**config.mk**
```make
export PLATFORM = sky130hd
export DESIGN_NAME = dmem_ctrl
export DESIGN_NICKNAME = d
export VERILOG_FILES = /design/src/rtl/dmem_ctrl.sv
export SDC_FILE = /design/constraint.sdc
export NUM_CORES = 1
export LEC_CHECK = 0
export CELL_PAD_IN_SITES_DETAIL_PLACEMENT = 1
export CELL_PAD_IN_SITES_GLOBAL_PLACEMENT = 1
export CORE_UTILIZATION = 29
export DETAILED_ROUTE_END_ITERATION = 8
export PLACE_DENSITY_LB_ADDON = 0.1
export RECOVER_POWER = 50
export SLEW_MARGIN = 40
export SYNTH_ARGS = -nofsm -noshare
export SYNTH_HDL_FRONTEND = slang
export SYNTH_SLANG_ARGS = --single-unit
export TNS_END_PERCENT = 1
```
**constraint.sdc**
```tcl
create_clock -name clk -period 1.6 [get_ports clk]
set_input_delay 0.24 -clock clk [delete_from_list [all_inputs] [get_ports clk]]
set_output_delay 0.24 -clock clk [all_outputs]
set_load 0.05 [all_outputs]
```
**src/rtl/dmem_ctrl.sv**
```systemverilog
// dmem_ctrl: M-stage data-memory controller for the five-stage pipeline.
// Issues loads/stores to a variable-latency RAM over a req/ready handshake,
// stalls the pipeline until the access completes, and flags misaligned
// word accesses.
// Optional feature macro: DMEM_WBUF_EN (one-entry posted-write buffer).
module dmem_ctrl #(
    parameter int ADDR_W = 32,
    parameter int DATA_W = 32
) (
    input  logic              clk,
    input  logic              reset,
    input  logic              MemReadM,
    input  logic              MemWriteM,
    input  logic [ADDR_W-1:0] ALUOutM,
    input  logic [DATA_W-1:0] WriteDataM,
    output logic [DATA_W-1:0] ReadDataM,
    output logic              StallM,
    output logic              MisalignM,
    output logic              mem_req,
    output logic              mem_we,
    output logic [ADDR_W-1:0] mem_addr,
    output logic [DATA_W-1:0] mem_wdata,
    input  logic              mem_ready,
    input  logic [DATA_W-1:0] mem_rdata
);

`ifdef DMEM_WBUF_EN
    typedef enum logic [1:0] {IDLE, WAIT, DRAIN} state_t;
`else
    typedef enum logic [1:0] {IDLE, WAIT} state_t;
`endif

    state_t            state_q, state_d;
    logic [ADDR_W-1:0] addr_q, addr_d;
    logic              we_q, we_d;
    logic [DATA_W-1:0] wdata_q, wdata_d;

    logic              access;
    logic              aligned;
    logic [ADDR_W-1:0] req_addr;

    // A store with MemReadM also high is treated as a store: MemWriteM alone
    // decides direction.
    assign access   = MemReadM | MemWriteM;
    assign aligned  = (ALUOutM[1:0] == 2'b00);
    assign req_addr = {ALUOutM[ADDR_W-1:2], 2'b00};

    // Next-state and handshake outputs. The RAM request and the load result
    // must be combinational so a zero-wait RAM adds no pipeline latency.
    always_comb begin
        state_d   = state_q;
        addr_d    = addr_q;
        we_d      = we_q;
        wdata_d   = wdata_q;
        ReadDataM = '0;
        StallM    = 1'b0;
        MisalignM = 1'b0;
        mem_req   = 1'b0;
        mem_we    = 1'b0;
        mem_addr  = '0;
        mem_wdata = '0;
        // Reset masks every output; the registers are cleared in always_ff.
        if (!reset) begin
            case (state_q)
                IDLE: begin
                    if (access && !aligned) begin
                        // Suppressed access: the instruction retires with no RAM cycle.
                        MisalignM = 1'b1;
                    end else if (access) begin
                        mem_req   = 1'b1;
                        mem_we    = MemWriteM;
                        mem_addr  = req_addr;
                        mem_wdata = WriteDataM;
                        if (mem_ready) begin
                            if (!MemWriteM) ReadDataM = mem_rdata;
                        end else begin
                            // Hold the request stable from here on, independent of M.
                            addr_d  = req_addr;
                            we_d    = MemWriteM;
                            wdata_d = WriteDataM;
`ifdef DMEM_WBUF_EN
                            if (MemWriteM) begin
                                state_d = DRAIN;
                            end else begin
                                StallM  = 1'b1;
                                state_d = WAIT;
                            end
`else
                            StallM  = 1'b1;
                            state_d = WAIT;
`endif
                        end
                    end
                end
                WAIT: begin
                    mem_req   = 1'b1;
                    mem_we    = we_q;
                    mem_addr  = addr_q;
                    mem_wdata = wdata_q;
                    StallM    = !mem_ready;
                    if (mem_ready) begin
                        if (!we_q) ReadDataM = mem_rdata;
                        state_d = IDLE;
                    end
                end
`ifdef DMEM_WBUF_EN
                DRAIN: begin
                    // The posted store owns the RAM. A new access waits through
                    // the completing cycle and is issued from IDLE afterwards,
                    // which keeps write-before-read ordering.
                    mem_req   = 1'b1;
                    mem_we    = 1'b1;
                    mem_addr  = addr_q;
                    mem_wdata = wdata_q;
                    StallM    = access;
                    if (mem_ready) state_d = IDLE;
                end
`endif
                default: state_d = IDLE;
            endcase
        end
    end

    // State and request latch; reset abandons any in-flight request.
    always_ff @(posedge clk) begin
        if (reset) begin
            state_q <= IDLE;
            addr_q  <= '0;
            we_q    <= 1'b0;
            wdata_q <= '0;
        end else begin
            state_q <= state_d;
            addr_q  <= addr_d;
            we_q    <= we_d;
            wdata_q <= wdata_d;
        end
    end

endmodule

```
### Word-level counts from Yosys, hierarchy flattened

Cells that the tools add are included.

* add/subtract/negate cells: 0
* $mul: 0
* div/mod/pow operators: 0
* order comparisons: 0
* equality and inequality tests: 5
* shifts and indexed selects: 0
* mux-type cells: 37
* bitwise logic cells: 3
* reduce and logical (&&, ||, !) cells: 7

Operators by type and width (number)
* two-way mux 32 bit: 13
* case mux 32 bit (2 select lines): 3
* two-way mux 1 bit: 13
* two-way mux 2 bit: 4
* inequality test 2 bit (second input constant): 4
* AND reduction 4 bit: 2
* case mux 1 bit (2 select lines): 3
* zero test 2 bit: 2
* case mux 2 bit (2 select lines): 1
* equality test 2 x 1 -> 1 bit (second input constant): 1
* zero test 1 bit: 2
* inverter 1 bit: 2
* logical AND 1 bit: 1
* bitwise OR 1 bit: 1

* register bits after elaboration: 65
* latch bits: 0
* RAM bits: 0
* ROM bits: 0
* input bits: 101
* output and inout port bits: 100
* word-level logic and storage cells: 56
* memories kept: 0

### Logic depth before layout (Yosys ltp)

* word-level depth: 6
* depth in mapped cells: 6
* mapped depth without buffers: 3

### Worst setup path after synthesis

OpenSTA, ideal clock, no wires.

* path type: register to output
* start: register state_q[0]
* end: output port ReadDataM[2]
* arrival time: 1940 ps
* data required time: 1360 ps
* path slack: -580 ps
* cell stages (with the launch flop): 6
* path buffers: 2
* path through: dfxtp_1 -> buf_2 -> nand2_1 -> buf_2 -> nand4_1 -> nor3_1

* longest elaborated chain between the ends: 3
* elaborated cells on any way between the ends: 4
* those cells by class: eq/ne: 1; mux: 2; reduce/logical: 1

Ends and longest elaborated chain
* start: declaration: line 33 `state_t state_q, state_d;`
* start signal: assignment: line 132 `state_q <= state_d;`
* equality test 2 x 1 -> 1 bit / zero test 2 bit (equally long branches): line 64 `case (state_q)`
* case mux 32 bit (2 select lines) (*): line 64
* two-way mux 32 bit (*): line 63 `if (!reset) begin`
* end: declaration: line 16 `output logic [DATA_W-1:0] ReadDataM,`

Mark *: on every way between the ends. The rest lies on a longest branch, timed or not.

### Worst setup path in the final report

* start: register state_q[0]
* end: output port mem_wdata[13]

* longest elaborated chain between the ends: 3
* elaborated cells on any way between the ends: 4
* those cells by class: eq/ne: 1; mux: 2; reduce/logical: 1

Ends and longest elaborated chain
* equality test 2 x 1 -> 1 bit / zero test 2 bit (equally long branches): line 64
* case mux 32 bit (2 select lines) (*): line 64
* two-way mux 32 bit (*): line 63
* end: declaration: line 22 `output logic [DATA_W-1:0] mem_wdata,`

Marked as above.

==> flow_metrics.tcl <==
set metrics [dict create \
    drc 0 \
    drt-total-wl_mm 19.9 \
    crit_fanout 15 \
    yosysUniqueCellTypes 25 \
    final_core_util_pct 61.5 \
    syn_to_final_growth_pct 106 \
    io_pins 201 \
    status "complete, but fails checks" \
    cp.required_ns 1.36 \
    netlist_instances 544 \
    p_clk_share_pct 34.4 \
    violations "setup timing" \
    tightest_slew_ns 0.518 \
    p_int_uw 3500 \
    synth_top_area_share_pct 30.6 \
    drive_above_1_share_pct 34.8 \
    path_clk_slew_ns 0.05 \
    slew_headroom_pct 65.4 \
    firstDrtPassIters 4 \
    fill_cells 1495 \
    finalSetupViolations 98 \
    fin_area_mm2 0.00861 \
    setup_slack_ns -0.349 \
    core_mm2 0.0140 \
    ir_worst_vdd_v 0.000505 \
    ctsHoldBuffers 0 \
    synth_enable_flop_cells 0 \
    gr-total-overflow 0 \
    period_minus_slack_ns 1.95 \
    ff_latch_area_mm2 0.00128 \
    period_share_pct 122 \
    vias_per_cell 5.94 \
    die_w_um 122 \
    dp.cells 883 \
    syn_area_per_cell_um2 7.69 \
    synth_seq_cells 64 \
    p_leak_uw 0.00301 \
    netlist_area_mm2 0.00419 \
    grt_pass1_vias 5611 \
    end_kind "output pin" \
    ys_warn_count 0 \
    grt_first_pass_wirelength_mm 30.6 \
    cap_violations 0 \
    crit_type "flip-flop to output pin" \
    io_buffers 198 \
    start_util_pct 29.9 \
    vias 5439 \
    wire_per_inst_um 21.7 \
    antenna_found_initial 1 \
    die_h_um 122 \
    netSwitchingFraction_pct 31.7 \
    seqPwrFrac_pct 32.6 \
    fin_skew_ns 0.00500 \
    cts.sinks 64 \
    numCtsBuffers 9 \
    row_count 43 \
    p_total_uw 5120 \
    critPathSlowestCell "dfxtp_4" \
    cts_root_buf "clkbuf_16" \
    cts_tree "done" \
    clkLatencyLatePin_ns 0.33 \
    ys.flop_type "dfxtp_1" \
    layout.nets 833 \
    arrival_ns 1.71 \
    place_ws_ns -0.442 \
    combPwrFrac_pct 33.1 \
    yosys-top-cells-area "dfxtp_1 (31%), a32oi_1 (13%), nand4b_1 (13%)" \
    rsz0062_at_grt "true" \
    crit_top_cell "buf_12" \
    synthTopCellsByCount "dfxtp_1 (64), nor2_1 (64), a21oi_1 (63), a32oi_1 (62), nand4b_1 (62)" \
    synthArstFlopShare_pct 0 \
    power.density_mw_per_mm2 595 \
    slowest_delay_ns 0.36 \
    grt.total_usage_pct 26.2 \
    cp_cell_sequence "o21ba_4 > buf_12 > buf_12 > a32oi_1 > nor2_1 > buf_12" \
    dp_hpwl_mm 12.0 \
    place_area_mm2 0.00766 \
    hold_class "input port to flip-flop" \
    drtIter0Drc 463 \
    ant_nets 0 \
    die-area_mm2 0.0149 \
    grt_max_degree 58 \
    yosysTopAreaCell "dfxtp_1" \
    gp_congestion 0.727 \
    finalHoldViolCount 0 \
    multi_input_area_mm2 0.00295 \
    fin_cells 916 \
    synth_seq_area_share_pct 30.6 \
    cts-htree-levels 3 \
    start_kind "flip-flop" \
    fmax_mhz 513 \
    cts.path.max_buffers 2 \
    switching_power_uw 1620 \
    drv_slew 0 \
]
[kinds of logic (layout without fill, tap and decap cells)]
logic type             count (synthesis)  count (layout)  share of synthesized area (%)
and+or+nand+nor                      201             201                           28.9
AOI/OAI and AO/OA                    190             190                           28.8
DFF                                   64              64                           30.6
buffers and inverters                 87             277                           11.3
other                                  1               3                         0.0896
muxes                                  1               1                          0.239
[placed cells by master (no fill, tap or decap), types with 3 or more instances in the layout]
cell type	synthesis	routed
a21oi_1	63	62
a32oi_1	62	59
a32oi_2	0	3
buf_12	0	118
buf_16	0	4
buf_4	3	31
buf_6	12	5
clkbuf_16	0	11
clkdlybuf4s50_1	0	94
clkinv_2	0	3
dfxtp_1	64	63
dlygate4sd2_1	0	4
nand4_1	32	32
nand4b_1	62	62
nor2_1	64	33
nor2_2	0	31
nor3_4	0	34
o21ai_1	60	60
[metal layers]
metal	wire length (um)	global-route usage, %
met1	7800	30.8
met2	10700	47.4
met3	845	3.93
met4	569	10.1
met5	0	0
[sequential cells by signal, indices dropped and copies added, names as in the netlist]
register	cells
addr_q	30
state_q	1
wdata_q	32
we_q	1
[per-stage QoR]
| step | TNS, ns | hold slack [ns] |
|---|---|---|
| 6_report | -29.54 | 0.413 |
| 4_1_cts | -30.61 | 0.393 |
| 2_1_floorplan | -17.31 | 0.395 |
| 3_3_place_gp | -46.11 | 0.461 |
| 3_5_place_dp | -51.93 | 0.464 |
| 5_1_grt | -35.32 | 0.419 |
[power by group through the flow]
stage / Clock [uW] / Combinational [uW] / Sequential (uW)
floorplan: 0 / 714 / 1690
global placement: 0 / 1410 / 1700
detailed placement: 0 / 1440 / 1700
CTS: 1780 / 1660 / 1670
global route: 1870 / 1770 / 1670
finish: 1760 / 1690 / 1670
[cell type report]
| type | count | share of cell area (%) |
|---|---|---|
| clock buffers | 10 | 2.78 |
| repair buffers | 263 | 45.2 |
| diodes | 1 | 0.0291 |
| multi-input cells | 394 | 34.2 |
| clock inverters | 4 | 0.262 |
| flip-flops and latches | 64 | 14.9 |
| well taps | 180 | 2.62 |
[final timing paths]
| check | start | endpoint | cells past startpoint | slack [ns] |
|---|---|---|---|---|
| hold reg to reg | addr_q[8]$_SDFFE_PP0P_ | addr_q[8]$_SDFFE_PP0P_ | 2 | 0.48 |
| setup reg to reg | state_q[0]$_SDFFE_PP0P_ | addr_q[31]$_SDFFE_PP0P_ | 7 | 0.03 |
| hold / removal | reset | addr_q[13]$_SDFFE_PP0P_ | 3 | 0.41 |
| setup / recovery | state_q[0]$_SDFFE_PP0P_ | mem_wdata[13] | 6 | -0.35 |
[what timing repair did]
item	in CTS	in global routing
resized for setup	66	26
gates cloned	7	1
pin swaps	21	13
setup endpoints to repair	98	107
buffers inserted	11	0
[worst max-delay path, delay by kind of cell (launching register included)]
family / cells / cell delay [ns]
AO/OA/AOI/OAI: 2 / 0.37
buffers and inverters: 3 / 0.45
flip-flops: 1 / 0.36
AND/OR/NAND/NOR: 1 / 0.19
Note: power is estimated with default switching activity, not from simulation.
